### src/rtl/cp0_pkg.sv
// rtl/cp0_pkg.sv - CP0 register numbers, exception codes and field positions
package cp0_pkg;

    localparam logic [4:0] CP0_BADVADDR = 5'd8;
    localparam logic [4:0] CP0_COUNT    = 5'd9;
    localparam logic [4:0] CP0_COMPARE  = 5'd11;
    localparam logic [4:0] CP0_STATUS   = 5'd12;
    localparam logic [4:0] CP0_CAUSE    = 5'd13;
    localparam logic [4:0] CP0_EPC      = 5'd14;
    localparam logic [4:0] CP0_PRID     = 5'd15;
    localparam logic [4:0] CP0_CONFIG   = 5'd16;

    typedef enum logic [4:0] {
        EXC_INT  = 5'h00,
        EXC_ADEL = 5'h04,
        EXC_ADES = 5'h05,
        EXC_SYS  = 5'h08,
        EXC_BP   = 5'h09,
        EXC_RI   = 5'h0a,
        EXC_OV   = 5'h0c
    } exc_code_e;

    localparam int ST_IE  = 0;
    localparam int ST_EXL = 1;
    localparam int CA_TI  = 30;
    localparam int CA_BD  = 31;

    localparam int EV_ADES    = 0;
    localparam int EV_ADEL    = 1;
    localparam int EV_BP      = 2;
    localparam int EV_SYS     = 3;
    localparam int EV_OV      = 4;
    localparam int EV_RI      = 5;
    localparam int EV_IF_ADEL = 6;

    localparam logic [31:0] STATUS_RESET = 32'h0040_0000;
    localparam logic [31:0] PRID_VALUE   = 32'h0000_4220;
    localparam logic [31:0] CONFIG_VALUE = 32'h8000_0000;

endpackage

### src/rtl/cp0_timer.sv
// rtl/cp0_timer.sv - Count/Compare timer with clock divider and timer-interrupt flag
module cp0_timer #(
    parameter int TIMER_DIV = 2
) (
    input  logic        clk,
    input  logic        rst_n,
    input  logic        count_we,
    input  logic        compare_we,
    input  logic [31:0] wdata,
    output logic [31:0] count,
    output logic [31:0] compare,
    output logic        ti
);

    localparam int DIV_W = (TIMER_DIV > 1) ? $clog2(TIMER_DIV) : 1;
    localparam logic [DIV_W-1:0] DIV_LAST = DIV_W'(TIMER_DIV - 1);

    logic [DIV_W-1:0] div_q, div_d;
    logic [31:0]      count_q, count_d;
    logic [31:0]      compare_q, compare_d;
    logic             ti_q, ti_d;
    logic             tick;

    always_comb begin
        tick      = (div_q == DIV_LAST);
        div_d     = tick ? '0 : div_q + 1'b1;
        count_d   = count_q;
        if (count_we)
            count_d = wdata;
        else if (tick)
            count_d = count_q + 32'd1;
        compare_d = compare_we ? wdata : compare_q;
        // A Compare write acknowledges the timer even if a match lands on the same cycle
        ti_d      = compare_we ? 1'b0 : (ti_q | (count_q == compare_q));
    end

    always_ff @(posedge clk or negedge rst_n) begin
        if (!rst_n) begin
            div_q     <= '0;
            count_q   <= '0;
            compare_q <= '0;
            ti_q      <= 1'b0;
        end else begin
            div_q     <= div_d;
            count_q   <= count_d;
            compare_q <= compare_d;
            ti_q      <= ti_d;
        end
    end

    assign count   = count_q;
    assign compare = compare_q;
    assign ti      = ti_q;

endmodule

### src/rtl/cp0_ctrl.sv
// rtl/cp0_ctrl.sv - MIPS32 CP0 commit-stage controller; CP0_CONFIG_EN adds PRId/Config
module cp0_ctrl
    import cp0_pkg::*;
#(
    parameter int          HW_INT_NUM      = 6,
    parameter int          TIMER_DIV       = 2,
    parameter logic [31:0] EXC_VECTOR      = 32'hbfc00380,
    parameter int          INT_SYNC_STAGES = 2
) (
    input  logic                  clk,
    input  logic                  rst_n,
    input  logic                  commit_valid,
    input  logic [31:0]           commit_pc,
    input  logic                  commit_bd,
    input  logic [6:0]            exc_vec,
    input  logic [31:0]           bad_addr,
    input  logic                  inst_eret,
    input  logic                  mtc0_we,
    input  logic                  mfc0_re,
    input  logic [4:0]            cp0_addr,
    input  logic [31:0]           mtc0_wdata,
    input  logic [HW_INT_NUM-1:0] hw_int,
    output logic [31:0]           cp0_rdata,
    output logic                  flush,
    output logic [31:0]           new_pc,
    output logic                  timer_int
);

    logic [INT_SYNC_STAGES-1:0][HW_INT_NUM-1:0] sync_q, sync_d;
    logic [5:0]  ip_hw_q, ip_hw_d;
    logic [1:0]  ip_sw_q, ip_sw_d;
    logic [7:0]  im_q, im_d;
    logic        exl_q, exl_d;
    logic        ie_q, ie_d;
    logic        bd_q, bd_d;
    logic [4:0]  exc_code_q, exc_code_d;
    logic [31:0] epc_q, epc_d;
    logic [31:0] badvaddr_q, badvaddr_d;

    logic [31:0] count, compare;
    logic        ti;
    logic [7:0]  ip;
    logic        int_req, exc_taken, wr_en, bad_we;
    logic [31:0] bad_val, status_rd, cause_rd;
    exc_code_e   exc_sel;

    cp0_timer #(.TIMER_DIV(TIMER_DIV)) u_timer (
        .clk        (clk),
        .rst_n      (rst_n),
        .count_we   (wr_en && (cp0_addr == CP0_COUNT)),
        .compare_we (wr_en && (cp0_addr == CP0_COMPARE)),
        .wdata      (mtc0_wdata),
        .count      (count),
        .compare    (compare),
        .ti         (ti)
    );

    always_comb begin
        sync_d[0] = hw_int;
        for (int i = 1; i < INT_SYNC_STAGES; i++)
            sync_d[i] = sync_q[i-1];
        ip_hw_d = '0;
        ip_hw_d[HW_INT_NUM-1:0] = sync_q[INT_SYNC_STAGES-1];
        // IP7 is shared between the timer and the sixth hardware line
        ip        = {ti | ip_hw_q[5], ip_hw_q[4:0], ip_sw_q};
        int_req   = (|(ip & im_q)) & ie_q & ~exl_q;
        exc_taken = commit_valid & (int_req | (|exc_vec));
        wr_en     = mtc0_we & ~exc_taken;
    end

    always_comb begin
        exc_sel = EXC_INT;
        bad_we  = 1'b0;
        bad_val = bad_addr;
        if (int_req)                  exc_sel = EXC_INT;
        else if (exc_vec[EV_IF_ADEL]) begin exc_sel = EXC_ADEL; bad_we = 1'b1; bad_val = commit_pc; end
        else if (exc_vec[EV_RI])      exc_sel = EXC_RI;
        else if (exc_vec[EV_OV])      exc_sel = EXC_OV;
        else if (exc_vec[EV_SYS])     exc_sel = EXC_SYS;
        else if (exc_vec[EV_BP])      exc_sel = EXC_BP;
        else if (exc_vec[EV_ADEL])    begin exc_sel = EXC_ADEL; bad_we = 1'b1; end
        else if (exc_vec[EV_ADES])    begin exc_sel = EXC_ADES; bad_we = 1'b1; end
    end

    always_comb begin
        ip_sw_d    = ip_sw_q;
        im_d       = im_q;
        exl_d      = exl_q;
        ie_d       = ie_q;
        bd_d       = bd_q;
        exc_code_d = exc_code_q;
        epc_d      = epc_q;
        badvaddr_d = badvaddr_q;
        if (exc_taken) begin
            // Nested exceptions keep the original return point
            if (!exl_q) begin
                epc_d = commit_bd ? commit_pc - 32'd4 : commit_pc;
                bd_d  = commit_bd;
            end
            exl_d      = 1'b1;
            exc_code_d = exc_sel;
            if (bad_we)
                badvaddr_d = bad_val;
        end else begin
            if (wr_en) begin
                case (cp0_addr)
                    CP0_STATUS: begin
                        im_d  = mtc0_wdata[15:8];
                        exl_d = mtc0_wdata[ST_EXL];
                        ie_d  = mtc0_wdata[ST_IE];
                    end
                    CP0_CAUSE: ip_sw_d = mtc0_wdata[9:8];
                    CP0_EPC:   epc_d   = mtc0_wdata;
                    default: ;
                endcase
            end
            if (inst_eret)
                exl_d = 1'b0;
        end
    end

    always_comb begin
        status_rd         = STATUS_RESET;
        status_rd[15:8]   = im_q;
        status_rd[ST_EXL] = exl_q;
        status_rd[ST_IE]  = ie_q;
        cause_rd          = '0;
        cause_rd[CA_BD]   = bd_q;
        cause_rd[CA_TI]   = ti;
        cause_rd[15:8]    = ip;
        cause_rd[6:2]     = exc_code_q;
        cp0_rdata = '0;
        if (mfc0_re) begin
            case (cp0_addr)
                CP0_BADVADDR: cp0_rdata = badvaddr_q;
                CP0_COUNT:    cp0_rdata = count;
                CP0_COMPARE:  cp0_rdata = compare;
                CP0_STATUS:   cp0_rdata = status_rd;
                CP0_CAUSE:    cp0_rdata = cause_rd;
                CP0_EPC:      cp0_rdata = epc_q;
`ifdef CP0_CONFIG_EN
                CP0_PRID:     cp0_rdata = PRID_VALUE;
                CP0_CONFIG:   cp0_rdata = CONFIG_VALUE;
`endif
                default:      cp0_rdata = '0;
            endcase
        end
        flush  = exc_taken | inst_eret;
        new_pc = exc_taken ? EXC_VECTOR : (inst_eret ? epc_q : 32'd0);
    end

    assign timer_int = ti;

    always_ff @(posedge clk or negedge rst_n) begin
        if (!rst_n) begin
            sync_q     <= '0;
            ip_hw_q    <= '0;
            ip_sw_q    <= '0;
            im_q       <= '0;
            exl_q      <= 1'b0;
            ie_q       <= 1'b0;
            bd_q       <= 1'b0;
            exc_code_q <= '0;
            epc_q      <= '0;
            badvaddr_q <= '0;
        end else begin
            sync_q     <= sync_d;
            ip_hw_q    <= ip_hw_d;
            ip_sw_q    <= ip_sw_d;
            im_q       <= im_d;
            exl_q      <= exl_d;
            ie_q       <= ie_d;
            bd_q       <= bd_d;
            exc_code_q <= exc_code_d;
            epc_q      <= epc_d;
            badvaddr_q <= badvaddr_d;
        end
    end

endmodule

### config.mk
export PLATFORM = sky130hd
export DESIGN_NAME = cp0_ctrl
export DESIGN_NICKNAME = d
export VERILOG_FILES = /design/src/rtl/cp0_pkg.sv /design/src/rtl/cp0_timer.sv /design/src/rtl/cp0_ctrl.sv
export SDC_FILE = /design/constraint.sdc
export NUM_CORES = 1
export LEC_CHECK = 0
export BUFFER_PORTS_ARGS = -buffer_cell sky130_fd_sc_hd__buf_2
export CORE_MARGIN = 5
export CORE_UTILIZATION = 25
export CTS_CLUSTER_SIZE = 10
export DETAILED_ROUTE_END_ITERATION = 6
export GPL_TIMING_DRIVEN = 0
export PLACE_DENSITY = 0.38
export SKIP_CTS_REPAIR_TIMING = 1
export SLEW_MARGIN = 15
export SYNTH_ARGS = -nofsm -noshare
export SYNTH_HDL_FRONTEND = slang
export SYNTH_SLANG_ARGS = --single-unit
export TNS_END_PERCENT = 20
### constraint.sdc
create_clock -name clk -period 5.5 [get_ports clk]
set_input_delay 0.55 -clock clk [delete_from_list [all_inputs] [get_ports clk]]
set_output_delay 0.55 -clock clk [all_outputs]
set_load 0.1 [all_outputs]
==> reports/metrics.cfg <==
[placement]
gp_congestion = 0.856
dp_slack_ns = 0.896
dp_hpwl_mm = 33.0
port_buffers = 184

[sta]
tns_ns = 0
rsz0062_at_grt = no
setup-violations-final = 0
worstMarginPinSlew_ns = 1.15
setup_slack_ns = 0.407
skew_ns = 0.0208
fin_crit_sh_pct = 92.6
fmax_ghz = 0.196
relSlewSlack_pct = 22.7
fin_crit_ns = 5.09
timing.hold.ws_ns = -0.0104
slew_violations = 0
hold_violations = 6

[floorplanning]
pin_count = 187
core_sq_mm = 0.0375
die_x_um = 204
die_h_um = 204
rows = 71
start_util_pct = 25.2
dieArea_sq_mm = 0.0418

[route]
first_iter_violations = 518
wl_mm = 43.4
ant_nets = 0
vias = 8467
vias_per_cell = 5.13
routedWlPerCell_um = 26.3
dr.pass1.iters = 7
drc = 1

[critical_path]
criticalPathCategory = reg2out
crit_path_end_kind = output port
critPathRequiredTime_ns = 4.95
start_kind = flip-flop
ff2ff_path_depth = 8
cp.arrival_ns = 4.54
cp_max_fo = 10
cpPeakStageDelay_ns = 0.68
crit_chain = a222oi_1 > nand4_1 > o211ai_1 > buf_2 > clkbuf_1 > clkbuf_1 > and3_1 > buf_2
crit_slowest_cell = clkbuf_1

[logic_synthesis]
synth_common_cells = 165 x dfrtp_1, 100 x mux2_2, 83 x nand2_1
ys.warnings.count = 0
syn_area_sq_mm = 0.00945
yosysTopAreaCell = dfrtp_1
yosysMostFrequentCell = dfrtp_1
yosysTopAreaCellShare_pct = 43.7
synth_cell_type_count = 56
syn_area_per_cell_sq_um = 10.3
ys_ff_latch = 165
syn_inst = 920
ys_dominant_reg_cell = dfrtp_1
synth-async-reset-ratio_pct = 100
synth_nets = 1043
synth_area_leaders = dfrtp_1 44%, mux2_2 12%, xnor2_1 6.1%, a22oi_1 5.0%, mux2i_1 3.7%
ys_seq_area_share_pct = 43.7
synth_edf_count = 0

[global_route]
gr-total-overflow = 0
antenna_found_initial = 1
grt_max_degree = 64
grt_first_pass_wirelength_mm = 62.6
grt_usage_pct = 20.7
grt_pass1_vias = 8846

[run_status]
status = finished with violations
violations = DRC, hold timing

[power_and_ir_drop]
vdd_drop_max_v = 0.000237
p_leak_nw = 5.08
total_power_mw = 3.80
power.density_mw_per_mm2 = 325

[clock_network]
ctsHtreeMaxLevel = 4
clk-insertion-delay-late_ns = 0.47
cts_made_buffers = 17
ctsLongestPathBuffers = 2
cts.clk_slew.worst_paths_ns = 0.07
cts-root-buf = clkbuf_16
cts_tree = yes
clock-sinks = 165

[final_layout]
fillCellCount = 4093
multi_input_area_sq_mm = 0.00503
drive_gt1_share_pct = 29.9
syn_to_final_growth_pct = 23.7
regArea_sq_mm = 0.00413
layout.nets = 1248

[run]
maxCapViolations = 0

[worst_hold_path]
hold_class = in2async

[placed cells by master (no fill, tap or decap), types with 4 or more instances in the layout]
cell and instances:
nand4_1 31, mux2i_1 35, and3_1 38, nand3_1 19
buf_2 193, a222oi_1 10, a22oi_1 63, clkbuf_1 52
a31oi_1 8, xor2_1 23, inv_1 10, clkbuf_16 17
a21oi_1 29, mux2_2 100, mux2_1 5, a221o_1 11
nor2_1 20, and4_1 4, xnor2_1 66, o211ai_1 7
nor4_1 9, or3_1 8, dfrtp_1 165, nor3_1 22
nand2_1 83, o21ai_0 43
[logic make-up after synthesis]
logic type / share of synthesized area [%]
flops: 43.7
buf+inv: 3.23
fa+ha+maj: 0.265
compound gates: 13.6
xor+xnor: 8.25
simple gates: 14.7
mux: 16.2
[metal layers]
metal / share of wire, % / wire length, um / track usage, % / vias up
li1: - / - / - / 3834
met1: 46 / 20100 / 28.5 / 4326
met2: 47 / 20200 / 33.3 / 268
met3: 4.8 / 2070 / 4.13 / 39
met4: 2.2 / 955 / 5.91 / 0
met5: 0 / 0 / 0 / -
[metrics by stage]
step	area [sq um]	instances	util, %
floorplan	9450	920	-
global placement	11000	1615	29.4
detailed placement	11100	1617	29.6
CTS	11700	1649	31.2
global route	11700	1649	31.2
finish	11700	1650	31.2
[layout make-up]
| class | count | share of cell area, % |
|---|---|---|
| diodes | 1 | 0.0214 |
| plain buffers | 65 | 2.30 |
| clock buffers | 18 | 3.67 |
| clock inverters | 14 | 1.42 |
| inverters | 10 | 0.321 |
| multi-input cells | 680 | 43.0 |
| flip-flops and latches | 165 | 35.3 |
| well taps | 511 | 5.47 |
| repair buffers | 186 | 8.43 |
[worst paths after layout]
kind,slack [ns],start,to
min reg2reg,0.35,sync_d[11]$_DFF_PN0_,ip_hw_d[5]$_DFF_PN0_
max reg2reg,1.98,ip_sw_q[0]$_DFFE_PN0P_,u_timer.count[14]$_DFFE_PN0P_
max in group asynchronous,4.83,rst_n,epc_q[31]$_DFFE_PN0P_
max,0.41,ip_sw_q[0]$_DFFE_PN0P_,new_pc[16]
min in group clk,0.20,hw_int[0],sync_d[6]$_DFF_PN0_
min,-0.01,rst_n,badvaddr_q[18]$_DFFE_PN0P_
[report_power, final]
group / switching (mW) / total (mW) / internal (mW)
clock: 0.594 / 1.28 / 0.684
combinational: 0.601 / 0.932 / 0.331
sequential: 0.191 / 1.59 / 1.40
[registers in the layout, summed over array words and instances, names as in the netlist]
signal	flops
ip_sw_q	2
ie_q	1
bd_q	1
u_timer.compare	32
exc_code_q	4
exl_q	1
ip_hw_q	6
u_timer.count	32
im_q	8
sync_d	6
u_timer.ti	1
ip_hw_d	6
epc_q	32
badvaddr_q	32
u_timer.div_q	1
[worst max-delay path, delay by kind of cell, from the launching register on]
kind,cells,cell delay [ns]
AOI/OAI and AO/OA,2,1.02
buffers and inverters,4,1.91
DFF,1,0.41
and+or+nand+nor,2,0.74
No activity file was read; power rests on OpenSTA's default activity.
